`src/rtl/alu_muldiv.sv`:
```
// Execute-stage ALU with single-cycle combinational path and an iterative
// radix-2 multiply/divide unit that owns the HI/LO registers.
module alu_muldiv #(
  parameter int unsigned WIDTH   = 32,
  parameter int unsigned SHAMT_W = $clog2(WIDTH)
) (
  input  logic             clk,
  input  logic             reset,
  input  logic [WIDTH-1:0] opA,
  input  logic [WIDTH-1:0] opB,
  input  logic [5:0]       aluFunct,
  input  logic             start,
  output logic [WIDTH-1:0] out,
  output logic             zero,
  output logic             overflow,
  output logic             busy,
  output logic             done,
  output logic [WIDTH-1:0] hi,
  output logic [WIDTH-1:0] lo
);

  localparam logic [5:0] FUN_SLL   = 6'h00;
  localparam logic [5:0] FUN_SRL   = 6'h02;
  localparam logic [5:0] FUN_SRA   = 6'h03;
  localparam logic [5:0] FUN_SLLV  = 6'h04;
  localparam logic [5:0] FUN_SRLV  = 6'h06;
  localparam logic [5:0] FUN_SRAV  = 6'h07;
  localparam logic [5:0] FUN_JR    = 6'h08;
  localparam logic [5:0] FUN_JALR  = 6'h09;
  localparam logic [5:0] FUN_LUI   = 6'h0F;
  localparam logic [5:0] FUN_MFHI  = 6'h10;
  localparam logic [5:0] FUN_MTHI  = 6'h11;
  localparam logic [5:0] FUN_MFLO  = 6'h12;
  localparam logic [5:0] FUN_MTLO  = 6'h13;
  localparam logic [5:0] FUN_MULT  = 6'h18;
  localparam logic [5:0] FUN_MULTU = 6'h19;
  localparam logic [5:0] FUN_DIV   = 6'h1A;
  localparam logic [5:0] FUN_DIVU  = 6'h1B;
  localparam logic [5:0] FUN_ADD   = 6'h20;
  localparam logic [5:0] FUN_ADDU  = 6'h21;
  localparam logic [5:0] FUN_SUB   = 6'h22;
  localparam logic [5:0] FUN_SUBU  = 6'h23;
  localparam logic [5:0] FUN_AND   = 6'h24;
  localparam logic [5:0] FUN_OR    = 6'h25;
  localparam logic [5:0] FUN_XOR   = 6'h26;
  localparam logic [5:0] FUN_NOR   = 6'h27;
  localparam logic [5:0] FUN_SLT   = 6'h2A;
  localparam logic [5:0] FUN_SLTU  = 6'h2B;
  localparam logic [5:0] FUN_SLE   = 6'h2C;
  localparam logic [5:0] FUN_NO    = 6'h3F;

  typedef enum logic [1:0] {S_IDLE, S_RUN, S_DONE} state_t;

  state_t             state_q, state_d;
  logic [SHAMT_W-1:0] cnt;
  logic [WIDTH-1:0]   acc, wlo, dvs, op_a_q;
  logic               is_div, neg_res, neg_rem, div0;

  logic [SHAMT_W-1:0] shamt;
  logic [WIDTH-1:0]   add_res, sub_res;
  logic               md_go, mthi_go, mtlo_go, last, op_signed, a_neg, b_neg;
  logic [WIDTH-1:0]   a_mag, b_mag;
  logic [WIDTH:0]     mul_sum, div_shift, div_diff;
  logic [WIDTH-1:0]   acc_n, lo_n, hi_res, lo_res;
  logic [2*WIDTH-1:0] prod;

  assign shamt   = opA[SHAMT_W-1:0];
  assign add_res = opA + opB;
  assign sub_res = opA - opB;

  // Single-cycle ALU path
  always_comb begin
    out      = '0;
    overflow = 1'b0;
    case (aluFunct)
      FUN_ADD: begin
        out      = add_res;
        overflow = (opA[WIDTH-1] == opB[WIDTH-1]) && (add_res[WIDTH-1] != opA[WIDTH-1]);
      end
      FUN_SUB: begin
        out      = sub_res;
        overflow = (opA[WIDTH-1] != opB[WIDTH-1]) && (sub_res[WIDTH-1] != opA[WIDTH-1]);
      end
      FUN_ADDU:                  out = add_res;
      FUN_SUBU:                  out = sub_res;
      FUN_AND:                   out = opA & opB;
      FUN_OR:                    out = opA | opB;
      FUN_XOR:                   out = opA ^ opB;
      FUN_NOR:                   out = ~(opA | opB);
      FUN_SLT:                   out = WIDTH'($signed(opA) < $signed(opB));
      FUN_SLTU:                  out = WIDTH'(opA < opB);
      FUN_SLE:                   out = WIDTH'($signed(opA) <= $signed(opB));
      FUN_SLL, FUN_SLLV:         out = opB << shamt;
      FUN_SRL, FUN_SRLV:         out = opB >> shamt;
      FUN_SRA, FUN_SRAV:         out = WIDTH'($signed(opB) >>> shamt);
      FUN_LUI:                   out = opB << (WIDTH / 2);
      FUN_MFHI:                  out = hi;
      FUN_MFLO:                  out = lo;
      FUN_JR, FUN_JALR, FUN_NO:  out = '0;
      default:                   out = '0;
    endcase
  end

  assign zero = (out == '0);

  assign md_go   = start && (state_q != S_RUN) &&
                   (aluFunct inside {FUN_MULT, FUN_MULTU, FUN_DIV, FUN_DIVU});
  assign mthi_go = start && (state_q != S_RUN) && (aluFunct == FUN_MTHI);
  assign mtlo_go = start && (state_q != S_RUN) && (aluFunct == FUN_MTLO);
  assign last    = (cnt == SHAMT_W'(WIDTH - 1));
  assign busy    = (state_q == S_RUN);
  assign done    = (state_q == S_DONE);

  assign op_signed = (aluFunct == FUN_MULT) || (aluFunct == FUN_DIV);
  assign a_neg     = op_signed && opA[WIDTH-1];
  assign b_neg     = op_signed && opB[WIDTH-1];
  assign a_mag     = a_neg ? -opA : opA;
  assign b_mag     = b_neg ? -opB : opB;

  // One shift-add or restore-subtract step; the partial remainder always stays below 2*dvs
  always_comb begin
    mul_sum   = {1'b0, acc} + (wlo[0] ? {1'b0, dvs} : '0);
    div_shift = {acc, wlo[WIDTH-1]};
    div_diff  = div_shift - {1'b0, dvs};
    if (is_div) begin
      acc_n = div_diff[WIDTH] ? div_shift[WIDTH-1:0] : div_diff[WIDTH-1:0];
      lo_n  = {wlo[WIDTH-2:0], ~div_diff[WIDTH]};
    end else begin
      acc_n = mul_sum[WIDTH:1];
      lo_n  = {mul_sum[0], wlo[WIDTH-1:1]};
    end
  end

  // Sign fix-up and divide-by-zero override applied on the final edge
  always_comb begin
    prod = {acc_n, lo_n};
    if (neg_res) prod = -prod;
    if (!is_div) begin
      hi_res = prod[2*WIDTH-1:WIDTH];
      lo_res = prod[WIDTH-1:0];
    end else if (div0) begin
      hi_res = op_a_q;
      lo_res = '1;
    end else begin
      hi_res = neg_rem ? -acc_n : acc_n;
      lo_res = neg_res ? -lo_n : lo_n;
    end
  end

  always_comb begin
    state_d = state_q;
    case (state_q)
      S_IDLE:  if (md_go) state_d = S_RUN;
      S_RUN:   if (last) state_d = S_DONE;
      S_DONE:  state_d = md_go ? S_RUN : S_IDLE;
      default: state_d = S_IDLE;
    endcase
  end

  always_ff @(posedge clk or posedge reset) begin
    if (reset) state_q <= S_IDLE;
    else       state_q <= state_d;
  end

  // Operand shadows and iteration registers
  always_ff @(posedge clk or posedge reset) begin
    if (reset) begin
      cnt     <= '0;
      acc     <= '0;
      wlo     <= '0;
      dvs     <= '0;
      op_a_q  <= '0;
      is_div  <= 1'b0;
      neg_res <= 1'b0;
      neg_rem <= 1'b0;
      div0    <= 1'b0;
    end else if (md_go) begin
      cnt     <= '0;
      acc     <= '0;
      wlo     <= a_mag;
      dvs     <= b_mag;
      op_a_q  <= opA;
      is_div  <= (aluFunct == FUN_DIV) || (aluFunct == FUN_DIVU);
      neg_res <= a_neg ^ b_neg;
      neg_rem <= a_neg;
      div0    <= (opB == '0);
    end else if (state_q == S_RUN) begin
      cnt <= cnt + SHAMT_W'(1);
      acc <= acc_n;
      wlo <= lo_n;
    end
  end

  always_ff @(posedge clk or posedge reset) begin
    if (reset) begin
      hi <= '0;
      lo <= '0;
    end else if ((state_q == S_RUN) && last) begin
      hi <= hi_res;
      lo <= lo_res;
    end else begin
      if (mthi_go) hi <= opA;
      if (mtlo_go) lo <= opA;
    end
  end

endmodule

```
`config.mk`:
```
export PLATFORM = sky130hd
export DESIGN_NAME = alu_muldiv
export DESIGN_NICKNAME = d
export VERILOG_FILES = /design/src/rtl/alu_muldiv.sv
export SDC_FILE = /design/constraint.sdc
export NUM_CORES = 2
export LEC_CHECK = 0
export CAP_MARGIN = 40
export CORE_ASPECT_RATIO = 0.5
export CORE_UTILIZATION = 40
export CTS_CLUSTER_SIZE = 14
export DETAILED_ROUTE_END_ITERATION = 8
export GPL_TIMING_DRIVEN = 0
export PLACE_DENSITY = 0.56
export SLEW_MARGIN = 20
export SYNTH_ARGS = -nofsm -noshare
export SYNTH_HDL_FRONTEND = slang
export SYNTH_SLANG_ARGS = --single-unit
```
`constraint.sdc`:
```
create_clock -name clk -period 8.1 [get_ports clk]
set_input_delay 0.81 -clock clk [delete_from_list [all_inputs] [get_ports clk]]
set_output_delay 0.81 -clock clk [all_outputs]
set_load 0.02 [all_outputs]
```
== Word-level counts from Yosys, hierarchy flattened ==
Index checks and enable logic that the tools add are counted.

* Add/sub/neg operators: 10
* Order comparisons: 3
* Eq/ne operators: 35
* Shift-type cells: 3
* Multiplexer cells: 29
* Bitwise gates (word level): 6
* Reductions and logical operators: 25

{| class="wikitable"
|+ Operators by type and width
! operator !! number
|-
| 2-to-1 mux 32 bit || 20
|-
| case mux 32 bit (15 select lines) || 1
|-
| negator 32 bit || 4
|-
| equality test 6 bit (second input constant) || 11
|-
| zero test 32 bit || 2
|-
| < comparator 32 bit || 2
|-
| 2-to-1 mux 64 bit || 1
|-
| negator 64 bit || 1
|-
| equality test 6 x 5 -> 1 bit (second input constant) || 8
|-
| adder 32 x 32 -> 33 bit || 1
|-
| subtractor 33 x 32 -> 33 bit || 1
|-
| adder 32 bit || 1
|-
| bitwise AND 32 bit || 1
|-
| less-or-equal comparator 32 bit || 1
|-
| NOT 32 bit || 1
|-
| bitwise OR 32 bit || 1
|-
| << shifter 32 x 5 -> 32 bit || 1
|-
| >> shifter 32 x 5 -> 32 bit || 1
|-
| >>> shifter 32 x 5 -> 32 bit || 1
|-
| subtractor 32 bit || 1
|-
| bitwise XOR 32 bit || 1
|-
| equality test 6 x 3 -> 1 bit (second input constant) || 3
|-
| equality test 6 x 2 -> 1 bit (second input constant) || 2
|-
| 2-to-1 mux 5 bit || 2
|-
| other kinds (23) || 42
|}

* Register bits after elaboration: 203
* Input bits: 73
* Output and inout bits: 100
* Word-level logic and storage cells: 123

== Longest topological paths before layout ==
* Depth in word-level cells: 8
* Mapped depth: 23
* Mapped depth without buffers: 22

== Worst setup path before layout ==
OpenSTA, ideal clock, no wires.

* Path type: input port to output port
* Start point: input opA[1]
* End point: output zero
* Arrival: 6530 ps
* Data required time: 7290 ps
* Slack: 760 ps
* Cell stages on the path: 22
* Path buffers: 7
* Path through: buf_2 -> buf_2 -> buf_2 -> buf_2 -> buf_1 -> buf_2 -> buf_1 -> inv_1 -> ha_1 -> o21bai_1 -> a21oi_1 -> o21bai_1 -> a21boi_0 -> or4_1 -> a211oi_1 -> o211ai_1 -> a211oi_1 -> or3_1 -> a211oi_1 -> or3_1 -> a31o_2 -> nor4_1

* Elaborated cells between the ends (all ways): 14
* Those cells by class: add/sub (2); order compare (3); shift (3); mux (1); bitwise (4); reduce/logical (1)

{| class="wikitable"
|+ RTL lines
! element !! RTL line !! source
|-
| from (decl) || 9 || <nowiki>input logic [WIDTH-1:0] opA,</nowiki>
|-
| subtractor 32 bit (tied with other cells) || 69 || <nowiki>assign sub_res = opA - opB;</nowiki>
|-
| case mux 32 bit (15 select lines) * || 75 || <nowiki>case (aluFunct)</nowiki>
|-
| net out[27] || 13 || <nowiki>output logic [WIDTH-1:0] out,</nowiki>
|-
| zero test 32 bit * || 104 || <nowiki>assign zero = (out == '0);</nowiki>
|-
| to (decl) || 14 || <nowiki>output logic zero,</nowiki>
|}

The timed path passes the listed nets; every way through them passes the cells marked *.

== Worst setup path after layout ==
* Start point: input aluFunct[1]
* End point: output zero

* Cells in the longest elaborated chain, start to end: 4
* Elaborated cells between the ends (all ways): 27
* Those cells by class: eq/ne (19); mux (1); reduce/logical (7)

{| class="wikitable"
|+ Ends and longest elaborated chain
! element !! RTL line !! source
|-
| from (decl) || 11 || <nowiki>input logic [5:0] aluFunct,</nowiki>
|-
| equality test 6 x 2 -> 1 bit (tied with other cells) || 75 ||
|-
| OR reduction 2 bit, on equally long branches || - ||
|-
| case mux 32 bit (15 select lines) * || 75 ||
|-
| zero test 32 bit * || 104 ||
|}

Mark *: on every way between the ends. The rest lies on a longest branch, timed or not.

==> reports/results.ini <==
[floorplanning]
fp-row-count = 66
die_h_um = 186
floorplan.die_area_um2 = 68800
io_pins = 173
die_x_um = 370
start_util_pct = 41.1
core_area_um2 = 65900

[logic_synthesis]
synthDominantCellAreaShare_pct = 18.8
synth-seq-area-share_pct = 18.8
synth_commonest_cells = 394 x nand2_1, 297 x o21ai_0, 292 x a21oi_1
mappedNetlistNets = 3829
syn-mean-instance-area_um2 = 7.55
netlist.top_cell.by_area = dfrtp_1
post-synth-top-count-cell = nand2_1
ys_types = 109
synth_enable_flop_cells = 0
synth-warning-count = 0
async_set_or_reset_flop_fraction_in_the_synthesized_netlist_pct = 100
synth-seq-cells = 203
ys.flop_type = dfrtp_1
synth_instances = 3586
synth.area.top_cells = dfrtp_1 19%, ha_1 7.7%, o21ai_0 5.5%, nand2_1 5.5%, a21oi_1 5.4%
netlist_area_um2 = 27100

[power]
finalPower_mw = 11.0
power.static_leakage_nw = 12.5
vdd.ir_drop.worst_v = 0.000263
power_per_cell_area_nw_per_um2 = 352

[sta]
finalClockSkew_ns = 0.0169
final_max_slew_viol_count = 0
timing.final.hold_violations = 0
holdWs_ns = 0.480
rsz0062_at_grt = true
timing_worst_slew_pin_value_ns = 1.01
slew-limit-headroom_pct = 32.7
timing.final.crit_period_ns = 8.22
setup_ws_ns = -0.121
setup_tns_ns = -0.121
timing.final.setup_violations = 1
max_freq_mhz = 122
layout_worst_path_cycle_share_pct = 101

[layout]
area_growth_syn_to_layout_pct = 15.6
final_layout_size_suffix_gt1_share_pct = 7.91
finish.instance_area_um2 = 31300
fin_util_pct = 47.5
n_fill_cell = 6719
final_nets = 4069
final_cell_count_no_fill = 4739

[clocking]
clkLatencyLatePin_ns = 0.54
cts_made_buffers = 24
clock-root-buffer = clkbuf_16
cts.sink_count = 203
tritoncts = built
worst_setup_hold_path_clk_slew_ns = 0.06
ctsHtreeMaxLevel = 1
cts.hold.buffers_added = 0
cts_max_path_bufs = 3

[worst_hold_path]
hold_path_class = reg -> reg
worst_hold_launch = op_a_q[11]$_DFFE_PP0P_
min_to = op_a_q[11]$_DFFE_PP0P_
timing.hold.worst_path_depth = 2

[critical_path]
regToRegEndpoint = hi[18]$_DFFE_PP0P_
worstSetupEndpointType = output port
reg2regPathDepth = 22
r2r-start = wlo[31]$_DFFE_PP0P_
critical_setup_path_class = in -> out
cp.required_ns = 7.29
critical_path_arrival_ns = 7.41
reg2reg_setup_slack_ns = 1.03
worstSetupStartpointType = input pin
critical_path.max_fanout = 10

[global_route]
grt_first_pass_wirelength_um = 222000
number_of_global_route_vias_before_repair = 30177
grt_overflow = 0
global_route.usage.total_pct = 44.8
grt_antenna_before_repair = 12
grt_start_max_net_pins = 91

[placement]
routabilityCongestion = 1.05
number_of_cells_after_detailed_placement = 4677
dpl_worst_slack_ns = -2.83
post_dp_cell_area_um2 = 30300
port-buffer-count = 172
place.detailed.hpwl_um = 129000

[detailed_routing]
route.detailed.drc = 0
avgRoutedWirePerCell_um = 33.4
dr.pass1.iters = 8
initialDrtViolationCount = 4448
route.detailed.vias_per_inst = 6.83
drtAntennaViolNets = 0
num_vias = 32349
wl_um = 158000

[job]
maxCapViolations = 0

[outcome]
status = finished, violations left
failed_checks = negative setup slack

-- critical path, stage by stage --
cell and delay (ns):
clkdlybuf4s50_1 0.70, buf_2 0.38, buf_2 0.37, buf_2 0.42, buf_2 0.50, clkbuf_1 0.73
buf_2 0.52, mux2i_1 0.25, o21ai_0 0.12, a222oi_1 0.68, o211ai_1 0.40, nor3b_1 0.28
nand4b_1 0.18, nor4_4 0.35, nand4b_1 0.15, nor4_1 0.18, dlygate4sd2_1 0.36
-- cell usage in the layout (no fill, tap or decap), types with 31 or more instances in the layout --
cell,count
o21bai_1,31
a221oi_1,33
nand3_1,106
clkdlybuf4s50_1,169
ha_1,166
xor2_1,51
nor3_1,84
a211oi_1,53
o22ai_1,36
clkbuf_1,195
inv_1,158
buf_1,32
mux4_2,53
mux2_2,41
buf_2,35
nor2_1,284
a21o_1,41
and2_1,48
nand4_1,41
mux2i_1,109
a21oi_1,291
a32oi_1,34
o21ai_0,297
o211ai_1,43
xnor2_1,149
dfrtp_1,203
nand2_1,394
nand2b_1,37
-- cell type report --
type | instances | area, um2 | share of cell area, %
Tap cell | 884 | 1110 | 3.53
Clock inverter | 12 | 125 | 0.400
Buffer | 264 | 1100 | 3.51
Sequential cell | 203 | 5080 | 16.2
Timing Repair Buffer | 219 | 2200 | 7.02
Antenna cell | 12 | 30.0 | 0.0959
Inverter | 168 | 648 | 2.07
Multi-Input combinational cell | 2946 | 20300 | 65.0
Clock buffer | 31 | 668 | 2.13
-- how the worst max path moves through the flow --
stage / slack, ns / cells after the start / endpoint / start
after CTS: 0.01 / 22 / zero / opA[1]
final: -0.12 / 17 / zero / aluFunct[1]
after global routing: -0.03 / 17 / zero / aluFunct[1]
after detailed placement: -2.83 / 24 / zero / opA[1]
after global placement: -3.46 / 24 / zero / opA[1]
after floorplan: 0.76 / 22 / zero / opA[1]
-- timing repair --
action / 4_1_cts / 5_1_grt
setup buffers: 1 / 1
resized for setup: 26 / 7
cloned: 0 / 0
endpoints found under the setup margin: 24 / 4
hold endpoints to repair: 0 / 0
-- per-layer routing --
layer,vias up,GRT usage [%],wire length [um]
met1,15846,57.7,63400
met2,2241,67.8,66200
li1,13792,-,-
met3,466,14.9,20600
met4,4,20.2,8260
met5,-,0,24
-- power by group --
group	total [mW]	leakage, nW	internal (mW)	switching (mW)
logic	7.82	9.68	2.75	5.08
registers	2.08	2.44	1.44	0.638
clock network	1.12	0.384	0.647	0.476
total	11.0	12.5	4.83	6.19
-- cell families (layout without fill, tap and decap cells) --
kind of cell,after synthesis,after routing,synth area share [%]
and+or+nand+nor,1187,1187,21.0
AOI/OAI and AO/OA,1185,1185,29.2
buffers and inverters,437,694,6.33
muxes,204,204,10.2
DFF,203,203,18.8
xor gates and xnor gates,200,200,6.47
adders and majority gates,170,170,7.97
other,0,12,0
-- flip-flops by register name, indices dropped and copies added (netlist names) --
register and flops:
op_a_q 32, wlo 32, div0 1, dvs 32
neg_rem 1, is_div 1, neg_res 1, lo 32
cnt 5, hi 32, state_q 2, acc 32
Note: power is estimated with default switching activity, not from simulation.
